$ cat config.mk
export PLATFORM = sky130hd
export DESIGN_NAME = cu_fsm_ws
export DESIGN_NICKNAME = d
export VERILOG_FILES = /design/src/rtl/cu_fsm_ws.sv
export SDC_FILE = /design/constraint.sdc
export NUM_CORES = 1
export LEC_CHECK = 0
export ABC_AREA = 1
export BUFFER_PORTS_ARGS = -buffer_cell sky130_fd_sc_hd__buf_4
export CORE_UTILIZATION = 50
export CTS_CLUSTER_DIAMETER = 200
export DETAILED_ROUTE_END_ITERATION = 6
export PLACE_DENSITY = 0.87
export SETUP_SLACK_MARGIN = 0.1
export SLEW_MARGIN = 15
export SYNTH_ARGS = -nofsm -noshare
export SYNTH_HDL_FRONTEND = slang
export SYNTH_SLANG_ARGS = --single-unit
$ cat constraint.sdc
create_clock -name CLK -period 1.9 [get_ports CLK]
set_clock_uncertainty 0.05 [all_clocks]
set_input_delay 0.19 -clock CLK [delete_from_list [all_inputs] [get_ports CLK]]
set_output_delay 0.19 -clock CLK [all_outputs]
set_load 0.02 [all_outputs]
$ cat src/rtl/cu_fsm_ws.sv
// rtl/cu_fsm_ws.sv - multicycle OTTER control-unit FSM with memory wait states and vectored interrupts
module cu_fsm_ws #(
    parameter  int N_IRQ   = 4,
    parameter  int TIMEOUT = 15,
    localparam int ID_W    = (N_IRQ > 1) ? $clog2(N_IRQ) : 1
) (
    input  logic             CLK,
    input  logic             RST,
    input  logic [6:0]       CU_OPCODE,
    input  logic [2:0]       FUNC3,
    input  logic [N_IRQ-1:0] INT,
    input  logic             INT_EN,
    input  logic             MEM_ACK,
    output logic             PC_WRITE,
    output logic             REG_WRITE,
    output logic             MEM_WRITE,
    output logic             MEM_READ1,
    output logic             MEM_READ2,
    output logic             CSR_WRITE,
    output logic             INT_TAKEN,
    output logic [ID_W-1:0]  INT_ID,
    output logic [1:0]       ERR_CODE
);

    localparam int            CW  = (TIMEOUT > 1) ? $clog2(TIMEOUT + 1) : 1;
    localparam logic [CW-1:0] TMO = CW'(TIMEOUT);

    localparam logic [6:0] OP_LUI    = 7'b0110111;
    localparam logic [6:0] OP_AUIPC  = 7'b0010111;
    localparam logic [6:0] OP_JAL    = 7'b1101111;
    localparam logic [6:0] OP_JALR   = 7'b1100111;
    localparam logic [6:0] OP_IMM    = 7'b0010011;
    localparam logic [6:0] OP_OP     = 7'b0110011;
    localparam logic [6:0] OP_BRANCH = 7'b1100011;
    localparam logic [6:0] OP_LOAD   = 7'b0000011;
    localparam logic [6:0] OP_STORE  = 7'b0100011;
    localparam logic [6:0] OP_SYSTEM = 7'b1110011;

    typedef enum logic [2:0] {
        S_FTCH, S_EXE, S_MEM, S_WB, S_INTR, S_ERR
    } state_t;

    state_t           state_q, state_d;
    logic [N_IRQ-1:0] int_q;
    logic [N_IRQ-1:0] pend_q, pend_d;
    logic [CW-1:0]    cnt_q, cnt_d;
    logic [1:0]       err_q, err_d;
    logic             store_q, store_d;

    logic             pc_w, reg_w, mem_w, rd1, rd2, csr_w, taken, boundary;
    logic [ID_W-1:0]  irq_id;
    logic [N_IRQ-1:0] irq_clr;

    always_ff @(posedge CLK or posedge RST) begin
        if (RST) begin
            state_q <= S_FTCH;
            int_q   <= '0;
            pend_q  <= '0;
            cnt_q   <= '0;
            err_q   <= 2'b00;
            store_q <= 1'b0;
        end else begin
            state_q <= state_d;
            int_q   <= INT;
            pend_q  <= pend_d;
            cnt_q   <= cnt_d;
            err_q   <= err_d;
            store_q <= store_d;
        end
    end

    // Lowest pending index wins: scan downward so the last hit is the lowest.
    always_comb begin
        irq_id = '0;
        for (int i = N_IRQ - 1; i >= 0; i--) begin
            if (pend_q[i]) irq_id = ID_W'(i);
        end
    end

    always_comb begin
        state_d  = state_q;
        cnt_d    = '0;
        err_d    = err_q;
        store_d  = store_q;
        irq_clr  = '0;
        boundary = 1'b0;
        pc_w     = 1'b0;
        reg_w    = 1'b0;
        mem_w    = 1'b0;
        rd1      = 1'b0;
        rd2      = 1'b0;
        csr_w    = 1'b0;
        taken    = 1'b0;

        case (state_q)
            S_FTCH: begin
                rd1 = 1'b1;
                if (MEM_ACK) begin
                    state_d = S_EXE;
                end else if (cnt_q == TMO) begin
                    state_d = S_ERR;
                    err_d   = 2'b01;
                end else begin
                    cnt_d = cnt_q + 1'b1;
                end
            end
            S_EXE: begin
                case (CU_OPCODE)
                    OP_LUI, OP_AUIPC, OP_JAL, OP_JALR, OP_IMM, OP_OP: begin
                        pc_w     = 1'b1;
                        reg_w    = 1'b1;
                        boundary = 1'b1;
                    end
                    OP_BRANCH: begin
                        pc_w     = 1'b1;
                        boundary = 1'b1;
                    end
                    OP_LOAD: begin
                        store_d = 1'b0;
                        state_d = S_MEM;
                    end
                    OP_STORE: begin
                        store_d = 1'b1;
                        state_d = S_MEM;
                    end
                    OP_SYSTEM: begin
                        if (FUNC3 == 3'd4) begin
                            state_d = S_ERR;
                            err_d   = 2'b10;
                        end else begin
                            pc_w     = 1'b1;
                            reg_w    = (FUNC3 != 3'd0);
                            csr_w    = (FUNC3 != 3'd0);
                            boundary = 1'b1;
                        end
                    end
                    default: begin
                        state_d = S_ERR;
                        err_d   = 2'b10;
                    end
                endcase
            end
            S_MEM: begin
                mem_w = store_q;
                rd2   = !store_q;
                if (MEM_ACK) begin
                    if (store_q) begin
                        pc_w     = 1'b1;
                        boundary = 1'b1;
                    end else begin
                        state_d = S_WB;
                    end
                end else if (cnt_q == TMO) begin
                    state_d = S_ERR;
                    err_d   = 2'b01;
                end else begin
                    cnt_d = cnt_q + 1'b1;
                end
            end
            S_WB: begin
                pc_w     = 1'b1;
                reg_w    = 1'b1;
                boundary = 1'b1;
            end
            S_INTR: begin
                pc_w            = 1'b1;
                taken           = 1'b1;
                irq_clr[irq_id] = 1'b1;
                state_d         = S_FTCH;
            end
            S_ERR: begin
                state_d = S_ERR;
            end
            default: begin
                state_d = S_ERR;
            end
        endcase

        if (boundary) begin
            state_d = (INT_EN && (|pend_q)) ? S_INTR : S_FTCH;
        end

        // A fresh rising edge on the bit being taken re-arms it.
        pend_d = (pend_q & ~irq_clr) | (INT & ~int_q);
    end

    assign PC_WRITE  = pc_w  & ~RST;
    assign REG_WRITE = reg_w & ~RST;
    assign MEM_WRITE = mem_w & ~RST;
    assign MEM_READ1 = rd1   & ~RST;
    assign MEM_READ2 = rd2   & ~RST;
    assign CSR_WRITE = csr_w & ~RST;
    assign INT_TAKEN = taken & ~RST;
    assign INT_ID    = (taken && !RST) ? irq_id : '0;
    assign ERR_CODE  = err_q;

endmodule

==> results.sh <==
export IMPL_outcome="finished with violations"
export IMPL_violations="hold timing"
export IMPL_portBuffers=28
export IMPL_core_area_um2=1962
export IMPL_place_area_um2=1274
export IMPL_hold_violations=3
export IMPL_seqPwrFrac_pct=54.2
export IMPL_netlist_top_cells_count="nand2_1 (27), nor2_1 (21), dfrtp_1 (18)"
export IMPL_fin_area_um2=1450
export IMPL_rrSetupSlack_ns=0.27
export IMPL_start_kind="flip-flop"
export IMPL_synth_edf_count=0
export IMPL_clk_path_buf_depth=2
export IMPL_drt_wl_total_mm=2.878
export IMPL_worstPathCellList="nor3_4 > buf_6 > a21oi_2 > nor2_1 > buf_4"
export IMPL_pwr_share_comb_pct=10.3
export IMPL_vias=1109
export IMPL_syn_area_per_cell_um2=7.435
export IMPL_worstPathArrival_ns=1.61
export IMPL_power_leakage_nw=0.6977
export IMPL_drtIter0Drc=62
export IMPL_finalSetupTns_ns=0
export IMPL_setup_viol=0
export IMPL_clkPwrFrac_pct=35.4
export IMPL_die_h_um=47.47
export IMPL_yosysMostFrequentCell="nand2_1"
export IMPL_final_nets=198
export IMPL_power_switching_uw=176.5
export IMPL_syn_num_nets=158
export IMPL_fin_crit_ns=1.847
export IMPL_crit_end="REG_WRITE"
export IMPL_startpoint="state_q[2]"
export IMPL_r2r_start="state_q[2]"
export IMPL_path_clk_slew_ns=0.12
export IMPL_power_density_nw_per_um2=493.8
export IMPL_globalplace_congestion=0.8742
export IMPL_syn_inst=139
export IMPL_p_int_uw=539.6
export IMPL_sw_frac_of_total_pct=24.65
export IMPL_dpl_hpwl_mm=1.756
export IMPL_n_antenna_cell=0
export IMPL_fp_dieW_um=47.47
export IMPL_critPathTopFamily="flip-flops"
export IMPL_tightest_slew_ns=0.6783
export IMPL_synth_area_top_cells="dfrtp_1 (44%), nand2_1 (9.8%), nor2_1 (7.6%)"
export IMPL_drt_wirelength_per_cell_um=14.04
export IMPL_cts_tree="yes"
export IMPL_cp_slowest_cell="dfrtp_2"
export IMPL_dominantRegCellSynth="dfrtp_1"
export IMPL_crit_required_ns=1.66
export IMPL_final_util_pct=73.92
export IMPL_maxSlewHeadroom_pct=54.73
export IMPL_grt_pass1_vias=950
export IMPL_grt_usage_pct=24.09
export IMPL_grt_first_pass_wirelength_mm=3.746
export IMPL_reg2reg_to="ERR_CODE[1]"
export IMPL_synth_top_cell_area_share_pct=43.58
export IMPL_vdd_ir_drop_max_uv=500.8
export IMPL_reg2regPathDepth=7
export IMPL_syn2layout_area_growth_pct=40.31
export IMPL_ios=29
export IMPL_ys_async_sr_fraction_pct=100.0
export IMPL_rows=16
export IMPL_clk_insertion_delay_late_ns=0.31
export IMPL_root_buffer="clkbuf_4"
export IMPL_yosysWarningCount=0
export IMPL_initial_core_util_pct=52.68
export IMPL_drive_above_1_share_pct=37.08
export IMPL_fmax_ghz=0.5414
export IMPL_die_area_um2=2253
export IMPL_synth_cell_area_um2=1033
export IMPL_grt_overflow_total=0
export IMPL_post_route_period_util_pct=97.21
export IMPL_critical_path_class="flip-flop to output pin"
export IMPL_yosysTopAreaCell="dfrtp_1"
export IMPL_worst_path_stages=5
export IMPL_drcViolationCount=0
export IMPL_hold_ws_ns=-0.0001692
export IMPL_ys_types=25
export IMPL_synth_seq_cells=18
export IMPL_cts_sinks=18
export IMPL_hp_class="input port to async pin"
export IMPL_via_per_inst=5.410
export IMPL_critical_path_peak_fanout=5
export IMPL_antenna_found_initial=0
export IMPL_htree_levels=1
export IMPL_ant_nets=0
export IMPL_slew_violations=0
export IMPL_drv_cap=0
export IMPL_grt_setup_unrepaired="true"
export IMPL_grt_max_degree=19
export IMPL_p_total_uw=716.1
export IMPL_cpPeakStageDelay_ns=0.49
export IMPL_ys_seq_area_share_pct=43.58
export IMPL_critPathCaptureType="output pin"
export IMPL_cp_num_buf_inv=2
export IMPL_cts_buffers=3
export IMPL_firstDrtPassIters=4
## power groups by stage
stage	clock, mW	combinational (mW)	sequential, mW
2_1_floorplan	0	0.0271	0.395
3_3_place_gp	0	0.0625	0.396
3_5_place_dp	0	0.0643	0.396
4_1_cts	0.249	0.0711	0.388
5_1_grt	0.266	0.0820	0.389
6_report	0.254	0.0739	0.388
## cell families after synthesis
| logic type | after synthesis | share of synthesized area (%) |
|---|---|---|
| DFF | 18 | 43.58 |
| adders and majority gates | 1 | 1.210 |
| xor gates and xnor gates | 2 | 1.695 |
| and+or+nand+nor | 80 | 37.65 |
| buffers and inverters | 23 | 8.353 |
| AOI/OAI and AO/OA | 15 | 7.506 |
## placed cells by master, fill, tap and decap left out
cell,synthesis,final
inv_1,14,13
a21oi_1,5,3
nand4_2,1,1
nand3_4,1,2
xor2_1,1,1
o21ai_0,3,3
buf_6,0,1
inv_4,0,2
buf_4,0,31
clkbuf_8,0,1
nand3_1,13,12
ha_1,1,1
xnor2_1,1,1
nand2_4,0,1
dfrtp_2,0,2
nand2_1,27,26
clkinv_1,1,1
nor2_1,21,19
a21boi_0,1,1
nor2_2,2,3
nor2_4,0,1
inv_2,7,6
clkbuf_4,0,3
nor3_2,0,3
dlygate4sd3_1,0,4
nor3b_1,1,1
and2_4,1,1
a21oi_2,0,2
nand2_2,3,3
nor4_2,0,1
o21ai_1,6,6
nor3_4,1,1
nor3_1,7,4
or2_4,1,1
dfrtp_1,18,16
## flip-flops by register name, indices dropped and copies added, names as in the netlist
signal,cells
ERR_CODE,2
cnt_q,4
int_q,4
pend_q,4
state_q,3
store_q,1
## layer usage
| metal | GRT usage, % | wire length, µm | vias to the layer above |
|---|---|---|---|
| met4 | 11.43 | 80 | 0 |
| met2 | 40.27 | 1468 | 60 |
| met3 | 5.660 | 206 | 14 |
| met5 | 0 | 0 | - |
| met1 | 29.22 | 1122 | 512 |
| li1 | - | - | 523 |
## layout make-up
cell class | instances | area (µm²)
Clock buffer | 4 | 36.28
Fill cell | 152 | 511.7
Inverter | 22 | 87.58
Multi-Input combinational cell | 98 | 555.5
Sequential cell | 18 | 452.9
Tap cell | 27 | 33.78
Timing Repair Buffer | 36 | 284.0
## how the worst min path moves through the flow
stage | start | endpoint | slack (ns) | cells after the start
finish | RST | cnt_q[3] | -0.0002 | 2
global route | RST | pend_q[3] | 0.06 | 2
CTS | RST | int_q[3] | 0.01 | 2
detailed placement | INT[0] | int_q[0] | 0.26 | 1
global placement | INT[3] | int_q[3] | 0.26 | 1
floorplan | INT[0] | int_q[0] | 0.17 | 0
## timing repair
item,in CTS,in global routing
hold endpoints to repair,4,0
resized for setup,3,16
pin swaps,1,6
setup endpoints to repair,4,5
buffers inserted,2,2
hold buffers,4,0
## per-stage QoR
| stage | std cells | worst slack, ns |
|---|---|---|
| after CTS | 203 | 0.09586 |
| after global placement | 193 | 0.3869 |
| final | 205 | 0.05310 |
| after floorplan | 139 | 0.2310 |
| after global routing | 205 | 0.02030 |
| after detailed placement | 193 | 0.3380 |
Note: power is estimated with default switching activity, not from simulation.
